### config.mk
export PLATFORM = sky130hd
export DESIGN_NAME = x74161_chain
export DESIGN_NICKNAME = d
export VERILOG_FILES = /design/src/rtl/x74161_chain.sv
export SDC_FILE = /design/constraint.sdc
export NUM_CORES = 1
export LEC_CHECK = 0
export BUFFER_PORTS_ARGS = -buffer_cell sky130_fd_sc_hd__buf_2
export CORE_AREA = 5 5 42 44
export DETAILED_ROUTE_END_ITERATION = 8
export DIE_AREA = 0 0 47 49
export HOLD_SLACK_MARGIN = 0.03
export PLACE_DENSITY = 0.67
export SLEW_MARGIN = 20
export SYNTH_ARGS = -nofsm -noshare
export SYNTH_HDL_FRONTEND = slang
export SYNTH_SLANG_ARGS = --single-unit
### constraint.sdc
create_clock -name clk -period 2.86 [get_ports clk]
set_clock_uncertainty 0.05 [all_clocks]
set_input_delay 0.429 -clock clk [delete_from_list [all_inputs] [get_ports clk]]
set_output_delay 0.429 -clock clk [all_outputs]
set_load 0.05 [all_outputs]
### src/rtl/x74161_chain.sv
// x74161_chain: cascade of 74161-style 4-bit counters with async clear, sync load,
// ENP/ENT enables, per-stage ripple carry and a registered terminal-count pulse.
module x74161_chain #(
    parameter int STAGES = 2
) (
    input  logic                  clk,
    input  logic                  clr,
    input  logic                  load_n,
    input  logic                  enp,
    input  logic                  ent,
    input  logic [4*STAGES-1:0]   d,
    output logic [4*STAGES-1:0]   q,
    output logic [STAGES-1:0]     rco,
    output logic                  tc,
    output logic                  tc_q
);
    logic [STAGES-1:0] ent_s;
    for (genvar i = 0; i < STAGES; i++) begin : g_stage
        logic [3:0] cnt;
        if (i == 0) begin : g_first
            assign ent_s[i] = ent;
        end else begin : g_next
            assign ent_s[i] = rco[i-1];
        end
        // rco ignores enp/load_n, matching the discrete part
        assign rco[i] = ent_s[i] & (cnt == 4'hF);
        assign q[4*i +: 4] = cnt;
        always_ff @(posedge clk or negedge clr)
            if (!clr) cnt <= 4'h0;
            else if (!load_n) cnt <= d[4*i +: 4];
            else if (enp && ent_s[i]) cnt <= cnt + 4'h1;
    end
    assign tc = rco[STAGES-1];
    always_ff @(posedge clk or negedge clr)
        if (!clr) tc_q <= 1'b0;
        else tc_q <= tc;
endmodule

# Yosys cells after proc, flatten, opt, wreduce, memory -nomap -nowiden
# Index checks and enable logic that the tools add are counted.
# W data, S select, Z words.
totals:
  ff_bits: 9
  out_inout_bits: 12
  inputBits: 13
  word_cells: 17
classes:
  reduce_logical: 2
  addsub: 2
  n_eq_ne: 4
  muxes: 4
  n_bitwise: 2
ops:
  columns: ["cell", "n"]
  rows:
  - ["$mux W4", 4]
  - ["$add A4 B1 Y4 const B", 2]
  - ["$eq A4 B4 Y1 const B", 2]
  - ["$ne A2 B1 Y1 const B", 2]
  - ["$and A1 B1 Y1", 2]
  - ["$logic_and A1 B1 Y1", 2]

# Depth between registers and ports, before layout
depth:
  ltp_word: 5
  ltp_mapped: 5
  ltp_nobuf: 5

# Worst setup path before layout
# OpenSTA, ideal clock, no wires.
synth_timing:
  path_type: "flip-flop to output port"
  from: "register g_stage[0].cnt[0]"
  to: "output port rco[1]"
  arrival_time_ps: 2184
  path_slack_ps: 197
  stages_incl_launch_ff: 5
  required_ps: 2381
  path_buffers: 1
  path_cell_list: "dfrtp_1 ha_1 nand4_4 nor2_1 buf_4"
synth_via:
  elab_chain_len: 3
synth_lines:
  columns: ["item", "line", "source"]
  rows:
  - ["start: declaration", "19", "logic [3:0] cnt;"]
  - ["start signal: assignment", "30", "else if (!load_n) cnt <= d[4*i +: 4];"]
  - ["start signal: assignment", "31", "else if (enp && ent_s[i]) cnt <= cnt + 4'h1;"]
  - ["$eq A4 B4 Y1", "26", "assign rco[i] = ent_s[i] & (cnt == 4'hF);"]
  - ["$and A1 B1 Y1 (2 in a row)", "26", null]
  - ["end: declaration", "13", "output logic [STAGES-1:0] rco,"]
# No other way between the ends.

# Final worst setup path
layout_timing:
  from: "register g_stage[0].cnt[0]"
  to: "output port tc"
layout_via:
  elab_chain_len: 3
layout_lines:
  columns: ["item", "line", "source"]
  rows:
  - ["$eq A4 B4 Y1", "26", null]
  - ["$and A1 B1 Y1 (2 in a row)", "26", null]
  - ["end: declaration", "14", "output logic tc,"]
# No other way between the ends.

==> impl_results.md <==
* Status: completed
* Fmax at 0.501 GHz
* Die Wd at 47 um
* P per Cell Area at 566 nW/um^2
* WS Path Type: reg -> out
* Worst-margin pin slew at 0.253 ns
* Max Root-Sink Buffers at 2
* Initial antenna violation count at 0
* Tmin final at 2.00 ns
* Critical Path Sink Type: primary output
* Leakage at 0.312 nW
* TritonCTS clock tree: yes
* Initial core utilization at 34.7%
* Syn nets at 68
* Area growth syn-to-layout at 32.9%
* Core Region at 1400 sq um
* FP Rows at 14
* Synth Instances at 53
* Simple-gate area share of the yosys netlist at 23.4%
* Synth Register Bits at 9
* Number of global-route vias before repair at 390
* Cell area after synthesis at 487 sq um
* Syn_area_per_cell at 9.18 sq um
* DRT Pass-1 Iters at 4
* Final TNS setup at 0 ns
* Max-cap violations at 0
* Pins over their slew limit at 0
* Pre-CTS WS at 1.13 ns
* DR vias at 468
* Drt total wl at 1100 um
* FFs w/ async S/R, synth at 100%
* Leading area contributor after synthesis: dfrtp_1
* Die area at 2300 sq um
* Main combinational cell family by area after synthesis: simple AND/OR/NAND/NOR gates
* Sink Count at 9
* DP Wirelength at 854 um
* Crit path DAT at 1.52 ns
* Mux cell area share after synthesis at 2.06%
* Max VDD drop at 0.000268 V
* Routability congestion estimate from global placement at 0.745
* Global route overflow at 0
* Gr usage total at 10.5%
* DP Area at 611 sq um
* Adder-Cell Fraction of Synth Area at 5.14%
* Netlist cell types at 17
* CP startpoint kind: flop
* Num CTS Buffers at 3
* Final period utilization at 69.8%
* WP data required at 2.38 ns
* Setup ws final at 0.864 ns
* Design area at 647 sq um
* FILL cells at 147
* Die height at 49 um
* First-pass GRT wire length at 1740 um
* Share of layout cells above drive strength 1 at 35.4%
* Unrepaired setup endpoints after global routing: false
* Reg area at 225 sq um
* Warnings, synthesis at 0
* Nets at 95
* Synth area leaders: dfrtp_1 46%, nor2_1 6.9%, a31oi_1 6.4%, ha_1 5.1%, o21ai_0 5.1%
* CP max FO at 9
* Slew headroom at 83.1%
* Multi-input logic area at 238 sq um
* Synth Flop Type: dfrtp_1
* CTS Root Cell: clkbuf_4
* Yosys top cell area share at 46.3%
* Post-Synth XOR/XNOR Area at 3.60%
* EDFF count, synth at 0
* Worst hold path class: in -> reg
* Antenna-violating nets left at 0
* WHS at 0.359 ns
* Wire per inst at 11.6 um
* H-tree levels at 1
* Post-DR vias/cell at 4.93
* Sequential area share after synthesis at 46.3%
* Most common library cells after synthesis: 9 x dfrtp_1, 9 x nor2_1, 5 x a31oi_1, 5 x o21ai_0
* Clk pin slew, worst setup/hold paths at 0.06 ns
* DRT iter0 DRCs at 11
* Residual DRC at 0
* Inserted Diodes at 0
* Io pins at 25
* Clk_lat worst skew at 0.26 ns
* Synth Area in Compound Gates at 14.7%
* Largest net degree at the start of global routing at 17
* Final setup violating endpoints at 0
* Quantity of I/O buffers inserted on ports at 24
* Count of final hold-check violations at 0
[worst paths after layout]
check | from | cells after the start | to | slack, ns
worst max-delay path | g_stage[0].cnt[0] | 4 | tc | 0.86
worst min-delay path | d[1] | 3 | g_stage[0].cnt[1] | 0.36
worst max register to register | g_stage[0].cnt[0] | 4 | g_stage[1].cnt[2] | 1.39
worst min register to register | g_stage[1].cnt[3] | 2 | tc_q | 0.52
max in group asynchronous | clr | 2 | g_stage[1].cnt[0] | 2.09
min in group asynchronous | clr | 2 | tc_q | 0.49
[metal layers]
| layer | GRT usage [%] | up-vias | share of wire, % |
|---|---|---|---|
| li1 | - | 242 | - |
| met1 | 15.2 | 204 | 43 |
| met2 | 13.1 | 20 | 47 |
| met3 | 2.95 | 2 | 9.4 |
| met4 | 6.91 | 0 | 0.91 |
| met5 | 0 | - | 0 |
[sequential cells by signal (all words and copies together) (netlist names)]
signal       cells
g_stage.cnt      8
tc_q             1
[per-stage QoR]
stage	power (mW)	util (%)	std cells
2_1_floorplan	0.236	-	53
3_3_place_gp	0.268	43.6	90
3_5_place_dp	0.270	43.6	90
4_1_cts	0.372	46.2	95
5_1_grt	0.389	46.2	95
6_report	0.366	46.2	95
[kinds of logic after synthesis]
logic type | count (synthesis)
simple gates | 21
compound gates | 13
flops | 9
buf+inv | 5
xor+xnor | 2
fa+ha+maj | 2
mux | 1
[cells in the final DEF (no fill, tap or decap)]
master / instances
nor2_1: 9
nand4_4: 1
dlygate4sd3_1: 1
nand4_1: 1
o21ai_0: 5
nand2_1: 2
inv_1: 2
buf_2: 24
xor2_1: 2
nand3_1: 4
dfrtp_1: 9
clkbuf_1: 1
or3_1: 4
clkbuf_4: 3
ha_1: 2
mux2i_1: 1
a31oi_1: 5
a21oi_1: 3
[worst max-delay path, cell delays in order, from the launching register on]
cell and delay (ns):
dfrtp_1 0.40, ha_1 0.23, nand4_4 0.15, nor2_1 0.19, buf_2 0.29
[final cells by class]
type	count	share of cell area [%]
clock buffers	4	4.06
well taps	16	3.09
inverters	2	1.16
flip-flops and latches	9	34.8
multi-input cells	39	36.8
repair buffers	25	20.1
[report_power, final]
group / switching (mW) / internal, mW
combinational: 0.0808 / 0.0329
clock: 0.0439 / 0.0537
sequential: 0.0149 / 0.140
[repair_timing]
| item | 4_1_cts | 5_1_grt |
|---|---|---|
| gates resized for setup | 0 | 0 |
| hold buffers | 1 | 0 |
| setup buffers | 0 | 0 |
| hold endpoints to repair | 9 | 0 |
(Power assumes the default switching activity.)
